--- config.mk ---
export PLATFORM = sky130hd
export DESIGN_NAME = enc_link_arbiter_flat
export DESIGN_NICKNAME = d
export VERILOG_FILES = /design/src/rtl/enc_link_arbiter_if.sv /design/src/rtl/enc_link_arbiter.sv /design/src/flat_wrapper.sv
export SDC_FILE = /design/constraint.sdc
export NUM_CORES = 1
export LEC_CHECK = 0
export BUFFER_PORTS_ARGS = -buffer_cell sky130_fd_sc_hd__clkbuf_2
export CORE_ASPECT_RATIO = 1.25
export CORE_MARGIN = 2
export CORE_UTILIZATION = 50
export DETAILED_ROUTE_END_ITERATION = 8
export PLACE_DENSITY = 0.73
export SLEW_MARGIN = 0
export SYNTH_ARGS = -nofsm -noshare
export SYNTH_HDL_FRONTEND = slang
export SYNTH_SLANG_ARGS = --single-unit
--- constraint.sdc ---
create_clock -name clk -period 2.9 [get_ports clk]
set_input_delay 0.725 -clock clk [delete_from_list [all_inputs] [get_ports clk]]
set_output_delay 0.725 -clock clk [all_outputs]
set_load 0.05 [all_outputs]
--- src/rtl/enc_link_arbiter_if.sv ---
// Requester lanes and encoder-side symbol port of the link arbiter.
// The slave modport is the arbiter's view; master is the requesters/encoder side.
interface enc_link_arbiter_if #(
  parameter int NREQ = 4
) ();
  localparam int IDW = $clog2(NREQ);

  logic [NREQ-1:0]   req_valid;
  logic [8*NREQ-1:0] req_data;
  logic [NREQ-1:0]   req_last;
  logic [NREQ-1:0]   req_ready;
  logic              enc_ready;
  logic              enc_push;
  logic [8:0]        enc_data;
  logic              enc_start;
  logic [IDW-1:0]    grant_id;
  logic              busy;
  logic              trunc;

  modport master (
    output req_valid, req_data, req_last, enc_ready,
    input  req_ready, enc_push, enc_data, enc_start, grant_id, busy, trunc
  );

  modport slave (
    input  req_valid, req_data, req_last, enc_ready,
    output req_ready, enc_push, enc_data, enc_start, grant_id, busy, trunc
  );
endinterface

--- src/rtl/enc_link_arbiter.sv ---
// Round-robin packet arbiter in front of the 8b/10b encoder: per grant it sends a
// four-symbol K28.1 preamble, the payload bytes, then idles for the encoder trailer.
module enc_link_arbiter #(
  parameter int NREQ   = 4,
  parameter int MAXLEN = 64,
  parameter int GAP    = 6
) (
  input logic             clk,
  input logic             reset,
  enc_link_arbiter_if.slave bus
);
  localparam int IDW = $clog2(NREQ);
  localparam int IW1 = IDW + 1;
  localparam int BW  = $clog2(MAXLEN + 1);
  localparam logic [8:0] K28_1 = 9'h13C;

  typedef enum logic [1:0] {S_IDLE, S_PRE, S_DATA, S_GAP} state_t;

  state_t          state_q, state_d;
  logic [IDW-1:0]  rr_q, rr_d;
  logic [IDW-1:0]  grant_id_q, grant_id_d;
  logic [1:0]      pcnt_q, pcnt_d;
  logic [BW-1:0]   bcnt_q, bcnt_d;
  logic [3:0]      gcnt_q, gcnt_d;
  logic            enc_push_q, enc_push_d;
  logic            enc_start_q, enc_start_d;
  logic [8:0]      enc_data_q, enc_data_d;
  logic            busy_q, busy_d;
  logic            trunc_q, trunc_d;

  logic [IDW-1:0]  pick;
  logic            found;
  logic [IW1-1:0]  cand;
  logic [IW1-1:0]  g_inc;
  logic [BW-1:0]   bcnt_inc;
  logic [NREQ-1:0] req_ready;
  logic            xfer;
  logic            last_byte;
  logic            at_max;

  // Scan offsets from high to low so the smallest offset from rr is what remains.
  always_comb begin
    found = 1'b0;
    pick  = '0;
    cand  = '0;
    for (int k = NREQ - 1; k >= 0; k--) begin
      cand = {1'b0, rr_q} + IW1'(k);
      if (cand >= IW1'(NREQ)) begin
        cand = cand - IW1'(NREQ);
      end
      if (bus.req_valid[cand[IDW-1:0]]) begin
        found = 1'b1;
        pick  = cand[IDW-1:0];
      end
    end
  end

  always_comb begin
    req_ready = '0;
    if (state_q == S_DATA && bus.enc_ready) begin
      req_ready[grant_id_q] = 1'b1;
    end
  end

  assign xfer      = bus.req_valid[grant_id_q] & req_ready[grant_id_q];
  assign last_byte = bus.req_last[grant_id_q];
  assign bcnt_inc  = bcnt_q + 1'b1;
  assign at_max    = (bcnt_inc == BW'(MAXLEN));
  assign g_inc     = {1'b0, grant_id_q} + 1'b1;

  always_comb begin
    state_d     = state_q;
    rr_d        = rr_q;
    grant_id_d  = grant_id_q;
    pcnt_d      = pcnt_q;
    bcnt_d      = bcnt_q;
    gcnt_d      = gcnt_q;
    enc_push_d  = 1'b0;
    enc_start_d = 1'b0;
    enc_data_d  = '0;
    trunc_d     = 1'b0;
    case (state_q)
      S_IDLE: begin
        if (found) begin
          grant_id_d = pick;
          pcnt_d     = '0;
          bcnt_d     = '0;
          state_d    = S_PRE;
        end
      end
      S_PRE: begin
        if (bus.enc_ready) begin
          enc_push_d  = 1'b1;
          enc_data_d  = K28_1;
          enc_start_d = (pcnt_q == 2'd0);
          pcnt_d      = pcnt_q + 2'd1;
          if (pcnt_q == 2'd3) begin
            state_d = S_DATA;
          end
        end
      end
      S_DATA: begin
        if (xfer) begin
          enc_push_d = 1'b1;
          enc_data_d = {1'b0, bus.req_data[8*grant_id_q +: 8]};
          bcnt_d     = bcnt_inc;
          // A cut packet leaves the rest of the lane's bytes for a later grant.
          if (last_byte || at_max) begin
            trunc_d = ~last_byte;
            rr_d    = (g_inc == IW1'(NREQ)) ? '0 : g_inc[IDW-1:0];
            gcnt_d  = '0;
            state_d = S_GAP;
          end
        end
      end
      S_GAP: begin
        gcnt_d = gcnt_q + 4'd1;
        if (gcnt_q == 4'(GAP - 1)) begin
          state_d = S_IDLE;
        end
      end
      default: state_d = S_IDLE;
    endcase
    busy_d = (state_d != S_IDLE);
  end

  always_ff @(posedge clk or posedge reset) begin
    if (reset) begin
      state_q     <= S_IDLE;
      rr_q        <= '0;
      grant_id_q  <= '0;
      pcnt_q      <= '0;
      bcnt_q      <= '0;
      gcnt_q      <= '0;
      enc_push_q  <= 1'b0;
      enc_start_q <= 1'b0;
      enc_data_q  <= '0;
      busy_q      <= 1'b0;
      trunc_q     <= 1'b0;
    end else begin
      state_q     <= state_d;
      rr_q        <= rr_d;
      grant_id_q  <= grant_id_d;
      pcnt_q      <= pcnt_d;
      bcnt_q      <= bcnt_d;
      gcnt_q      <= gcnt_d;
      enc_push_q  <= enc_push_d;
      enc_start_q <= enc_start_d;
      enc_data_q  <= enc_data_d;
      busy_q      <= busy_d;
      trunc_q     <= trunc_d;
    end
  end

  assign bus.req_ready = req_ready;
  assign bus.enc_push  = enc_push_q;
  assign bus.enc_data  = enc_data_q;
  assign bus.enc_start = enc_start_q;
  assign bus.grant_id  = grant_id_q;
  assign bus.busy      = busy_q;
  assign bus.trunc     = trunc_q;
endmodule
--- src/flat_wrapper.sv ---
// flat-port wrapper written by rule: the top's interface ports become plain ports
module enc_link_arbiter_flat 
#(
  parameter int NREQ   = 4,
  parameter int MAXLEN = 64,
  parameter int GAP    = 6
)
  (clk, reset, bus_req_valid, bus_req_data, bus_req_last, bus_enc_ready, bus_req_ready, bus_enc_push, bus_enc_data, bus_enc_start, bus_grant_id, bus_busy, bus_trunc);
  enc_link_arbiter_if #(.NREQ(NREQ)) bus_i ();
  input logic clk;
  input logic reset;
  input wire logic [$bits(bus_i.req_valid)-1:0] bus_req_valid;
  input wire logic [$bits(bus_i.req_data)-1:0] bus_req_data;
  input wire logic [$bits(bus_i.req_last)-1:0] bus_req_last;
  input wire logic [$bits(bus_i.enc_ready)-1:0] bus_enc_ready;
  output wire logic [$bits(bus_i.req_ready)-1:0] bus_req_ready;
  output wire logic [$bits(bus_i.enc_push)-1:0] bus_enc_push;
  output wire logic [$bits(bus_i.enc_data)-1:0] bus_enc_data;
  output wire logic [$bits(bus_i.enc_start)-1:0] bus_enc_start;
  output wire logic [$bits(bus_i.grant_id)-1:0] bus_grant_id;
  output wire logic [$bits(bus_i.busy)-1:0] bus_busy;
  output wire logic [$bits(bus_i.trunc)-1:0] bus_trunc;
  assign bus_i.req_valid = bus_req_valid;
  assign bus_i.req_data = bus_req_data;
  assign bus_i.req_last = bus_req_last;
  assign bus_i.enc_ready = bus_enc_ready;
  assign bus_req_ready = bus_i.req_ready;
  assign bus_enc_push = bus_i.enc_push;
  assign bus_enc_data = bus_i.enc_data;
  assign bus_enc_start = bus_i.enc_start;
  assign bus_grant_id = bus_i.grant_id;
  assign bus_busy = bus_i.busy;
  assign bus_trunc = bus_i.trunc;
  enc_link_arbiter #(.NREQ(NREQ), .MAXLEN(MAXLEN), .GAP(GAP)) u_core (.clk(clk), .reset(reset), .bus(bus_i));
endmodule
==> metrics.md <==
| Metric | Value |
|---|---|
| Nets | 334 |
| Max incr delay on CP | 0.47 ns |
| Avg Inst Size Synth | 10.2 um^2 |
| Main synth FF type | dfrtp_1 |
| Die height | 77.5 um |
| Area of the mapped netlist | 2160 um^2 |
| Chip Width | 62.8 um |
| IO buf count | 61 |
| Post-synthesis mux area share | 0.140 |
| Adder-cell share of the synthesized area | 0.0928 |
| Req. time, crit path | 2.17 ns |
| Final WL | 4860 um |
| Worst Tran Pin Value | 0.472 ns |
| CTS buffer count | 5 |
| Post-synthesis simple-gate area fraction | 0.194 |
| Clock Tree Buf Depth | 2 |
| Vias in the first global route | 1865 |
| Largest family of logic cells by synthesized area | simple AND/OR/NAND/NOR gates |
| Hold Violations, Final | 0 |
| Post-synth EDFFs | 0 |
| Post-synthesis compound-gate area fraction | 0.156 |
| Worst clock skew | 0.00502 ns |
| First-pass GRT wire length | 8670 um |
| Clk_lat worst skew | 0.28 ns |
| Arrival @ worst endpoint | 1.84 ns |
| Post-CTS setup buffer count | 0 |
| Root buffer selected by CTS | clkbuf_8 |
| CTS clk-pin slew, worst paths | 0.06 ns |
| GR Util All Layers | 0.223 |
| Worst vdd ir | 601 uV |
| Critical-path cell list | inv_1 > ha_1 > and3_1 > clkbuf_2 |
| Lkg Pwr | 0.00132 uW |
| Min-Delay Path Depth | 1 |
| P per Cell Area | 893 nW/um^2 |
| F_max | 390 MHz |
| HPWL after detailed placement | 3670 um |
| DR WL/cell | 14.6 um |
| CTS tree | done |
| Initial Util | 0.522 |
| Number of top-level pins | 62 |
| Final worst setup slack | 0.335 ns |
| Most area-consuming cells after synthesis | dfrtp_1 (37%), mux4_2 (10%), ha_1 (9.3%) |
| Post-synth ARST share | 1.00 |
| Largest net degree at the start of global routing | 33 |
| Maximum fanout along the worst path | 13 |
| Status | complete, no violations |
| Iter 0 DRT Violations | 98 |
| Syn nets | 271 |
| Seq cells post-synth | 32 |
| Critical path origin | u_core.state_q[0]$_DFF_PP0_ |
| # DRC | 0 |
| R2R Path Start | u_core.bus.grant_id[0]$_DFFE_PP0P_ |
| Hold path startpoint | u_core.bcnt_q[6]$_DFFE_PP0P_ |
| Detailed Routing Iterations Pass 1 | 4 |
| Core Area | 4130 um^2 |
| Unrepaired setup endpoints after global routing | false |
| Worst reg-to-reg path cell count | 7 |
| Antenna Cells | 0 |
| Final setup viols | 0 |
| Startpoint types | flop |
| H-tree levels | 2 |
| Total number of vias | 1922 |
| Max-cap violations | 0 |
| GR Overflow Total | 0 |
| Period Utilization, post-route | 0.884 |
| YS warnings | 0 |
| Slowest CP cell | ha_1 |
| Hold path endpoint | u_core.bcnt_q[6]$_DFFE_PP0P_ |
| Final TNS setup | 0 ns |
| Yosys top cell area share | 0.371 |
| CP Capture Type | output pin |
| Most frequent cells in the layout | clkbuf_2 (61), dfrtp_1 (32), nand2_1 (28), ha_1 (16), inv_1 (14) |
| Capturing point of the worst reg2reg path | u_core.bcnt_q[2]$_DFFE_PP0P_ |
| Area of the multi-input gates | 1260 um^2 |
| Initial antenna violation count | 0 |
| Layout cells sized above 1 | 0.337 |
| Crit path kind | flop to output pin |
| Post-Syn Instances | 212 |
| DR vias/cell | 5.79 |
| Minimum clock period | 2.56 ns |
| Post-CTS Resized | 0 |
| Hold Path Class | flop to flop |
| Max Slew Vio Count | 0 |
| Die area | 4860 um^2 |
| CTS Sinks | 32 |
| ANT nets after route | 0 |
| Commonest non-fill, non-tap cell in the layout | clkbuf_2 |
| Post-CTS Hold Fix Bufs | 0 |
| Area grow syn2layout | 21.3% |
| Synth unique cells | 47 |
| Post-synth top area cell | dfrtp_1 |
| Fillers | 349 |
| Site row count | 26 |
| Routability cong. | 0.857 |
| Post-synthesis sequential area ratio | 0.371 |
| FF-to-FF setup slack | 0.53 ns |
| Setup WS pre-CTS | 0.476 ns |
| Slew Limit Headroom | 0.685 |
| Storage cell area | 801 um^2 |
| Synth Area in XOR/XNOR | 0 |
==> cell usage after synthesis, types with 2 or more instances <==
library cell  count
a21oi_1           4
a221o_1           2
a22o_1            2
a31oi_1           4
and2_1            3
and3_1           11
buf_2             2
clkbuf_1          7
dfrtp_1          32
ha_1             16
inv_1            14
mux2_2            4
mux2i_1           2
mux4_2           10
nand2_1          28
nand2b_1          3
nand3_1          10
nand3b_1          3
nand4_1           2
nor2b_1           2
nor3b_1           2
nor4_1            2
o211ai_1          5
o21a_1            4
o21ai_0          11
o221ai_1          5
o31ai_1           2
==> metal layers <==
metal,GRT usage,wire length [um],vias to the layer above
met2,0.366,2350,80
met4,0.0667,63,0
met5,0,0,-
met1,0.298,2150,921
met3,0.0449,291,7
li1,-,-,914
==> power by group <==
| part | internal [uW] | total, uW | switching [uW] |
|---|---|---|---|
| Clock | 193 | 351 | 158 |
| Combinational | 501 | 1270 | 772 |
| Sequential | 579 | 712 | 133 |
| Total | 1270 | 2340 | 1060 |
==> worst max-delay path by stage <==
stage,to,slack (ns),cells past startpoint
detailed placement,u_core.rr_q[1]$_DFFE_PP0P_,0.48,5
global route,bus_req_ready[3],0.20,4
finish,bus_req_ready[3],0.34,4
global placement,u_core.bcnt_q[2]$_DFFE_PP0P_,0.53,6
floorplan,u_core.bcnt_q[5]$_DFFE_PP0P_,0.43,8
CTS,bus_req_ready[3],0.32,4
==> final cells by class <==
class,instances,share of cell area
repair buffers,66,0.131
multi-input cells,155,0.480
clock buffers,8,0.0344
well taps,56,0.0268
flip-flops and latches,32,0.306
inverters,15,0.0215
==> critical path: cells and delay by family (launching register included) <==
kind	cells	cell delay, ns
fa+ha+maj	1	0.47
buf+inv	2	0.43
flops	1	0.42
simple gates	1	0.23
==> sequential cells by signal (all words and copies together), names as in the netlist, 2 cells and up <==
name	flops
u_core.pcnt_q	2
u_core.bcnt_q	7
u_core.rr_q	2
u_core.bus.enc_data	9
u_core.gcnt_q	4
u_core.state_q	2
u_core.bus.grant_id	2
==> metrics by stage <==
| step | cell area [um^2] | total power [uW] | util | std cells | hold WS [ns] |
|---|---|---|---|---|---|
| 5_1_grt | 2620 | 2530 | 0.634 | 332 | 0.535 |
| 3_3_place_gp | 2530 | 1970 | 0.612 | 324 | 0.469 |
| 2_1_floorplan | 2160 | 1690 | - | 212 | 0.450 |
| 3_5_place_dp | 2530 | 2000 | 0.612 | 324 | 0.483 |
| 4_1_cts | 2620 | 2350 | 0.634 | 332 | 0.493 |
| 6_report | 2620 | 2340 | 0.634 | 332 | 0.492 |
==> logic make-up (layout without fill, tap and decap cells) <==
group	Yosys count	in the layout
fa+ha+maj	16	16
simple gates	75	75
buf+inv	25	89
flops	32	32
compound gates	47	47
mux	17	17
Note: power is estimated with default switching activity, not from simulation.
